### config.mk
export PLATFORM = sky130hd
export DESIGN_NAME = fp_multiplier_pipe
export DESIGN_NICKNAME = d
export VERILOG_FILES = /design/src/rtl/fp_multiplier_pkg.sv /design/src/rtl/fp_round_pack.sv /design/src/rtl/fp_multiplier_pipe.sv
export SDC_FILE = /design/constraint.sdc
export NUM_CORES = 1
export LEC_CHECK = 0
export ABC_AREA = 0
export BUFFER_PORTS_ARGS = -buffer_cell sky130_fd_sc_hd__buf_2
export CORE_UTILIZATION = 55
export DETAILED_ROUTE_END_ITERATION = 10
export GPL_TIMING_DRIVEN = 0
export MAX_ROUTING_LAYER = met4
export PLACE_DENSITY = 0.78
export SETUP_SLACK_MARGIN = 0.1
export SYNTH_ARGS = -nofsm -noshare
export SYNTH_HDL_FRONTEND = slang
export SYNTH_SLANG_ARGS = --single-unit
export TNS_END_PERCENT = 10
### constraint.sdc
create_clock -name clk -period 5.75 [get_ports clk]
set_clock_uncertainty 0.15 [all_clocks]
set_input_delay 0 -clock clk [delete_from_list [all_inputs] [get_ports clk]]
set_output_delay 0 -clock clk [all_outputs]
set_load 0.05 [all_outputs]
### src/rtl/fp_multiplier_pkg.sv
// Shared types, flag indices, default format constants and the canonical-NaN helper
// for the pipelined floating-point multiplier.
package fp_multiplier_pkg;

    typedef enum logic [1:0] {
        FpZero,
        FpNormal,
        FpInf,
        FpNan
    } fp_class_e;

    localparam int unsigned FLAG_INEXACT   = 0;
    localparam int unsigned FLAG_UNDERFLOW = 1;
    localparam int unsigned FLAG_OVERFLOW  = 2;
    localparam int unsigned FLAG_INVALID   = 3;

    localparam int BF16_EXP_WIDTH = 8;
    localparam int BF16_MAN_WIDTH = 7;
    localparam int BF16_EXP_BIAS  = -127;
    localparam int FP32_EXP_WIDTH = 8;
    localparam int FP32_MAN_WIDTH = 23;
    localparam int FP32_EXP_BIAS  = -127;

    // Quiet NaN with sign 0, exponent all-ones and only the mantissa MSB set.
    function automatic logic [63:0] canonical_nan(input int unsigned exp_width,
                                                  input int unsigned man_width);
        logic [63:0] exp_ones;
        exp_ones = (64'(1) << exp_width) - 64'(1);
        return (exp_ones << man_width) | (64'(1) << (man_width - 1));
    endfunction

endpackage

### src/rtl/fp_round_pack.sv
// Combinational normalise, round-to-nearest-even, overflow/underflow and pack.
// Flag outputs exist only when FP_MULTIPLIER_PIPE_FLAGS_EN is defined.
module fp_round_pack
    import fp_multiplier_pkg::*;
#(
    parameter int IN_MAN_WIDTH   = 7,
    parameter int OUT_EXP_WIDTH  = 8,
    parameter int OUT_MAN_WIDTH  = 23,
    parameter int EXP_WIDTH      = 11,
    localparam int PROD_WIDTH    = 2 * (IN_MAN_WIDTH + 1),
    localparam int OUT_WIDTH     = 1 + OUT_EXP_WIDTH + OUT_MAN_WIDTH
) (
    input  logic                  special_nan,
    input  logic                  special_inf,
    input  logic                  special_zero,
    input  logic                  sign,
    input  logic [EXP_WIDTH-1:0]  exp_sum,
    input  logic [PROD_WIDTH-1:0] prod,
`ifdef FP_MULTIPLIER_PIPE_FLAGS_EN
    output logic [3:0]            flags,
`endif
    output logic [OUT_WIDTH-1:0]  y
);

    localparam int FW = PROD_WIDTH - 1;
    localparam logic [OUT_WIDTH-1:0] QNAN = OUT_WIDTH'(canonical_nan(OUT_EXP_WIDTH, OUT_MAN_WIDTH));
    localparam logic [EXP_WIDTH-1:0] EXP_MAX = EXP_WIDTH'((1 << OUT_EXP_WIDTH) - 1);

    logic [FW-1:0]            frac;
    logic [OUT_MAN_WIDTH-1:0] man_trunc;
    logic [OUT_MAN_WIDTH:0]   man_sum;
    logic                     round_up;
    logic                     carry;
    logic [EXP_WIDTH-1:0]     exp_final;
    logic                     overflow;
    logic                     underflow;
`ifdef FP_MULTIPLIER_PIPE_FLAGS_EN
    logic                     round_inexact;
`endif

    // Drop the leading one; a product in [2,4) already has it one place higher.
    assign frac = prod[PROD_WIDTH-1] ? prod[FW-1:0] : {prod[FW-2:0], 1'b0};

    if (FW <= OUT_MAN_WIDTH) begin : g_exact
        assign man_trunc = OUT_MAN_WIDTH'(frac) << (OUT_MAN_WIDTH - FW);
        assign round_up  = 1'b0;
`ifdef FP_MULTIPLIER_PIPE_FLAGS_EN
        assign round_inexact = 1'b0;
`endif
    end else begin : g_rne
        localparam int DW = FW - OUT_MAN_WIDTH;
        logic [DW-1:0] rem;
        logic [DW-1:0] rem_low;
        assign man_trunc = frac[FW-1 -: OUT_MAN_WIDTH];
        assign rem       = frac[DW-1:0];
        assign rem_low   = rem << 1;
        assign round_up  = rem[DW-1] && ((|rem_low) || man_trunc[0]);
`ifdef FP_MULTIPLIER_PIPE_FLAGS_EN
        assign round_inexact = |rem;
`endif
    end

    // A carry out of the mantissa leaves it all-zero, i.e. 1.0 at the next exponent.
    assign man_sum   = {1'b0, man_trunc} + {{OUT_MAN_WIDTH{1'b0}}, round_up};
    assign carry     = man_sum[OUT_MAN_WIDTH];
    assign exp_final = exp_sum + EXP_WIDTH'(prod[PROD_WIDTH-1]) + EXP_WIDTH'(carry);
    assign underflow = exp_final[EXP_WIDTH-1] || (exp_final == '0);
    assign overflow  = !exp_final[EXP_WIDTH-1] && (exp_final >= EXP_MAX);

    always_comb begin
        y = {sign, exp_final[OUT_EXP_WIDTH-1:0], man_sum[OUT_MAN_WIDTH-1:0]};
        if (special_nan) begin
            y = QNAN;
        end else if (special_inf || overflow && !special_zero) begin
            y = {sign, {OUT_EXP_WIDTH{1'b1}}, {OUT_MAN_WIDTH{1'b0}}};
        end else if (special_zero || underflow) begin
            y = {sign, {(OUT_WIDTH-1){1'b0}}};
        end
    end

`ifdef FP_MULTIPLIER_PIPE_FLAGS_EN
    logic normal_path;
    assign normal_path = !special_nan && !special_inf && !special_zero;

    always_comb begin
        flags                 = '0;
        flags[FLAG_INVALID]   = special_nan;
        flags[FLAG_OVERFLOW]  = normal_path && overflow;
        flags[FLAG_UNDERFLOW] = normal_path && underflow;
        flags[FLAG_INEXACT]   = normal_path && (overflow || underflow || round_inexact);
    end
`endif

endmodule

### src/rtl/fp_multiplier_pipe.sv
// Pipelined floating-point multiplier with valid/ready stream ports and a global stall enable.
// Define FP_MULTIPLIER_PIPE_FLAGS_EN to add the {invalid, overflow, underflow, inexact} flags port.
module fp_multiplier_pipe
    import fp_multiplier_pkg::*;
#(
    parameter int INPUT_EXPONENT_WIDTH  = BF16_EXP_WIDTH,
    parameter int INPUT_MANTISSA_WIDTH  = BF16_MAN_WIDTH,
    parameter int INPUT_EXPONENT_BIAS   = BF16_EXP_BIAS,
    parameter int OUTPUT_EXPONENT_WIDTH = FP32_EXP_WIDTH,
    parameter int OUTPUT_MANTISSA_WIDTH = FP32_MAN_WIDTH,
    parameter int OUTPUT_EXPONENT_BIAS  = FP32_EXP_BIAS,
    parameter int PIPE_STAGES           = 2,
    localparam int INPUT_WIDTH  = 1 + INPUT_EXPONENT_WIDTH + INPUT_MANTISSA_WIDTH,
    localparam int OUTPUT_WIDTH = 1 + OUTPUT_EXPONENT_WIDTH + OUTPUT_MANTISSA_WIDTH
) (
    input  logic                    clk,
    input  logic                    rst_n,
    input  logic                    in_valid,
    output logic                    in_ready,
    input  logic [INPUT_WIDTH-1:0]  a,
    input  logic [INPUT_WIDTH-1:0]  b,
    output logic                    out_valid,
    input  logic                    out_ready,
`ifdef FP_MULTIPLIER_PIPE_FLAGS_EN
    output logic [3:0]              flags,
`endif
    output logic [OUTPUT_WIDTH-1:0] y
);

    localparam int IEW = INPUT_EXPONENT_WIDTH;
    localparam int IMW = INPUT_MANTISSA_WIDTH;
    localparam int EW  = ((IEW > OUTPUT_EXPONENT_WIDTH) ? IEW : OUTPUT_EXPONENT_WIDTH) + 3;
    localparam int PW  = 2 * (IMW + 1);
    localparam int MW  = 4 + EW + PW;
    localparam logic [EW-1:0] BIAS_ADJ = EW'(2 * INPUT_EXPONENT_BIAS - OUTPUT_EXPONENT_BIAS);

    function automatic fp_class_e classify(input logic [IEW-1:0] e, input logic [IMW-1:0] m);
        if (e == '1) return (m != '0) ? FpNan : FpInf;
        if (e == '0) return FpZero;
        return FpNormal;
    endfunction

    logic en;
    assign en       = !out_valid || out_ready;
    assign in_ready = en;

    // Stage 1: classify, sign, exponent sum and raw mantissa product.
    fp_class_e      cls_a, cls_b;
    logic [EW-1:0]  exp_sum;
    logic [PW-1:0]  prod;
    logic           s1_nan, s1_inf, s1_zero, s1_sign;
    logic [MW-1:0]  s1_word;

    assign cls_a   = classify(a[IEW+IMW-1 -: IEW], a[IMW-1:0]);
    assign cls_b   = classify(b[IEW+IMW-1 -: IEW], b[IMW-1:0]);
    assign s1_nan  = (cls_a == FpNan) || (cls_b == FpNan)
                     || (cls_a == FpInf && cls_b == FpZero)
                     || (cls_a == FpZero && cls_b == FpInf);
    assign s1_inf  = (cls_a == FpInf) || (cls_b == FpInf);
    assign s1_zero = (cls_a == FpZero) || (cls_b == FpZero);
    assign s1_sign = a[INPUT_WIDTH-1] ^ b[INPUT_WIDTH-1];
    assign exp_sum = EW'(a[IEW+IMW-1 -: IEW]) + EW'(b[IEW+IMW-1 -: IEW]) + BIAS_ADJ;
    assign prod    = PW'({1'b1, a[IMW-1:0]}) * PW'({1'b1, b[IMW-1:0]});
    assign s1_word = {s1_nan, s1_inf, s1_zero, s1_sign, exp_sum, prod};

    logic [MW-1:0] rp_word;
    logic          rp_vld;

    if (PIPE_STAGES == 1) begin : g_no_mid
        assign rp_word = s1_word;
        assign rp_vld  = in_valid;
    end else begin : g_mid
        logic [MW-1:0]          mid_q [PIPE_STAGES-1];
        logic [PIPE_STAGES-2:0] mid_vld_q;

        always_ff @(posedge clk or negedge rst_n) begin
            if (!rst_n) begin
                mid_vld_q <= '0;
                for (int i = 0; i < PIPE_STAGES - 1; i++) mid_q[i] <= '0;
            end else if (en) begin
                mid_vld_q[0] <= in_valid;
                mid_q[0]     <= s1_word;
                for (int i = 1; i < PIPE_STAGES - 1; i++) begin
                    mid_vld_q[i] <= mid_vld_q[i-1];
                    mid_q[i]     <= mid_q[i-1];
                end
            end
        end

        assign rp_word = mid_q[PIPE_STAGES-2];
        assign rp_vld  = mid_vld_q[PIPE_STAGES-2];
    end

    logic [OUTPUT_WIDTH-1:0] rp_y;
    logic [OUTPUT_WIDTH-1:0] y_q;
    logic                    out_valid_q;
`ifdef FP_MULTIPLIER_PIPE_FLAGS_EN
    logic [3:0]              rp_flags;
    logic [3:0]              flags_q;
`endif

    fp_round_pack #(
        .IN_MAN_WIDTH  (IMW),
        .OUT_EXP_WIDTH (OUTPUT_EXPONENT_WIDTH),
        .OUT_MAN_WIDTH (OUTPUT_MANTISSA_WIDTH),
        .EXP_WIDTH     (EW)
    ) u_round_pack (
        .special_nan  (rp_word[MW-1]),
        .special_inf  (rp_word[MW-2]),
        .special_zero (rp_word[MW-3]),
        .sign         (rp_word[MW-4]),
        .exp_sum      (rp_word[PW +: EW]),
        .prod         (rp_word[PW-1:0]),
`ifdef FP_MULTIPLIER_PIPE_FLAGS_EN
        .flags        (rp_flags),
`endif
        .y            (rp_y)
    );

    // Output register keeps the last result through bubbles so y never glitches to junk.
    always_ff @(posedge clk or negedge rst_n) begin
        if (!rst_n) begin
            out_valid_q <= 1'b0;
            y_q         <= '0;
`ifdef FP_MULTIPLIER_PIPE_FLAGS_EN
            flags_q     <= '0;
`endif
        end else if (en) begin
            out_valid_q <= rp_vld;
            if (rp_vld) begin
                y_q     <= rp_y;
`ifdef FP_MULTIPLIER_PIPE_FLAGS_EN
                flags_q <= rp_flags;
`endif
            end
        end
    end

    assign out_valid = out_valid_q;
    assign y         = y_q;
`ifdef FP_MULTIPLIER_PIPE_FLAGS_EN
    assign flags     = flags_q;
`endif

endmodule

==> results.toml <==
[worst_hold_path]
hp-class = "in -> reg"

[timing]
final_max_slew_viol_count = 0
finalHoldWorstSlack_ps = 62.1
tns_ps = 0
worst_pin_slew_ps = 1190
post-route-period-util_pct = 71.7
setup_ws_ps = 1630
hold_violations = 0
max-slew-margin-rel_pct = 20.6
setup_viol = 0
finalCriticalPeriod_ps = 4120
fmax_ghz = 0.243
grt_setup_unrepaired = "false"

[global_routing]
grt_pass1_vias = 4292
gr-total-overflow = 0
grt_max_degree = 58
grt_first_pass_wirelength_um = 19100
grtUsageTotal_pct = 25.0
antenna_found_initial = 0

[drt]
drt_iter0_markers = 94
drcViolationCount = 0
post_drt_wl_per_cell_um = 13.5
firstDrtPassIters = 5
route.vias.total = 4309
vias_per_cell = 5.29
drt_wl_total_um = 11000
postRouteAntennaNets = 0

[placed_design]
placed_area_mm2 = 0.00572
port_buffers = 59
hpwl_um = 8900
post-place-ws_ps = 1310
gp_congestion = 0.893

[yosys]
synth_edf_count = 0
yosysMostFrequentCell = "nand2_1"
syn_area_mm2 = 0.00523
netlist.area_leader.share_pct = 27.3
ys_ff_latch = 57
ys_types = 56
synth_cells = 591
synth.largest_area_cell = "dfrtp_1"
synthArstFlopShare_pct = 100
ys_top_cells_by_count = "nand2_1 (81), inv_1 (68), dfrtp_1 (57), ha_1 (46), nor2_1 (43)"
avgSynthCellArea_um2 = 8.85
synth.area.top_cells = "dfrtp_1 (27%), fa_1 (14%), ha_1 (11%)"
yosys_warnings = 0
ys.flop_type = "dfrtp_1"
synth_seq_area_share_pct = 27.3

[floorplanning]
ios = 70
rows = 35
initial_core_util_pct = 56.6
chipHeight_um = 99.5
die_area_mm2 = 0.00991
core_mm2 = 0.00924
die_w_um = 99.5

[power]
p_leak_nw = 2.92
power.density_mw_per_mm2 = 374
fin_total_pwr_mw = 2.25
irDropWorstVdd_mv = 0.214

[worst_setup_path]
cp_data_arrival_time_ps = 4170
crit_fanout = 9
start_kind = "input pin"
worstSetupPathType = "in -> reg"
cp.required_ps = 5800
critPathCaptureType = "flop"

[cts]
insertion_delay_ps = 330
cts_tree = "yes"
root_buffer = "clkbuf_8"
cts_buffer_depth = 2
cts.clk_slew.worst_paths_ps = 60
h-tree-depth = 3
cts_buffers = 9
cts.sinks = 57

[final_layout]
multiInputGateArea_mm2 = 0.00343
drive_gt1_share_pct = 14.6
syn2layout_area_growth_pct = 14.9
regArea_mm2 = 0.00143
fillers = 818
design_area_mm2 = 0.00601
antennaDiodeCount = 0
fin_nets = 799

[outcome]
status = "complete, no violations"

[flow_run]
drv_cap = 0
[where the power goes]
| part | internal [mW] | switching (mW) |
|---|---|---|
| Sequential | 0.528 | 0.0861 |
| Combinational | 0.497 | 0.811 |
| Clock | 0.179 | 0.147 |
[sequential cells by signal, summed over array words and instances, names as in the netlist]
register         cells
y                   24
out_valid            1
g_mid.mid_q         31
g_mid.mid_vld_q      1
[worst max-delay path: stages]
cell      delay (ps)
clkbuf_1         220
and2_1           250
fa_1             530
inv_1             50
fa_1             470
inv_1             50
fa_1             530
inv_1             60
fa_1             530
inv_1             40
ha_1             340
o21a_1           130
o31ai_1          150
a311o_1          300
nand2b_1          70
a21oi_1          180
xor2_1           180
o21ai_0           90
[final timing paths]
check / slack [ps] / startpoint / cells after the start / endpoint
max: 1630 / a[3] / 18 / g_mid.mid_q[13]
min: 60 / b[6] / 5 / g_mid.mid_q[30]
max reg2reg: 3020 / g_mid.mid_q[15] / 10 / y[11]
min reg2reg: 320 / y[18] / 2 / y[18]
max in group asynchronous: 4430 / rst_n / 2 / g_mid.mid_q[2]
min in group asynchronous: 300 / rst_n / 2 / g_mid.mid_q[25]
[logic make-up (layout without fill, tap and decap cells)]
| group | after synthesis | in the layout | share of synthesized area (%) |
|---|---|---|---|
| flops | 57 | 57 | 27.3 |
| buf+inv | 94 | 181 | 7.63 |
| compound gates | 100 | 100 | 12.4 |
| xor+xnor | 30 | 30 | 5.02 |
| fa+ha+maj | 83 | 83 | 25.2 |
| other cells | 1 | 8 | 0.0717 |
| mux | 15 | 15 | 2.89 |
| simple gates | 211 | 211 | 19.6 |
[stage by stage]
stage                     util (%)  instances
after floorplan                  -        598
after global placement        61.9        786
after detailed placement      61.9        786
after CTS                     65.1        814
after global routing          65.1        814
final                         65.1        814
[cell type report]
class	count	share of cell area, %
Clock inverter	2	0.208
Clock buffer	14	2.71
Multi-Input combinational cell	447	57.1
Inverter	69	4.31
Tap cell	129	2.69
Timing Repair Buffer	71	6.91
Sequential cell	57	23.7
Buffer	25	2.33
[layer usage]
layer | GRT usage (%) | vias up | wire [um]
met5 | - | - | 0
li1 | - | 2143 | -
met1 | 30.5 | 2021 | 5150
met3 | 2.11 | 29 | 325
met4 | 12.4 | 0 | 301
met2 | 41.8 | 116 | 5250
[cells in the final DEF (no fill, tap or decap), types with 11 or more instances in the layout]
master	count
clkbuf_8	11
clkbuf_1	16
buf_2	60
inv_1	68
xnor2_1	16
nor2_1	43
nand2_1	81
a21oi_1	24
dlygate4sd3_1	12
xor2_1	14
dfrtp_1	57
fa_1	37
ha_1	46
o21ai_0	21
mux2i_1	14
and2_1	30
[timing repair]
action | CTS | global route
gates resized for setup | 0 | 0
endpoints found under the hold margin | 62 | 0
hold buffers | 12 | 0
buffers inserted | 0 | 0
No activity file was read; power rests on OpenSTA's default activity.
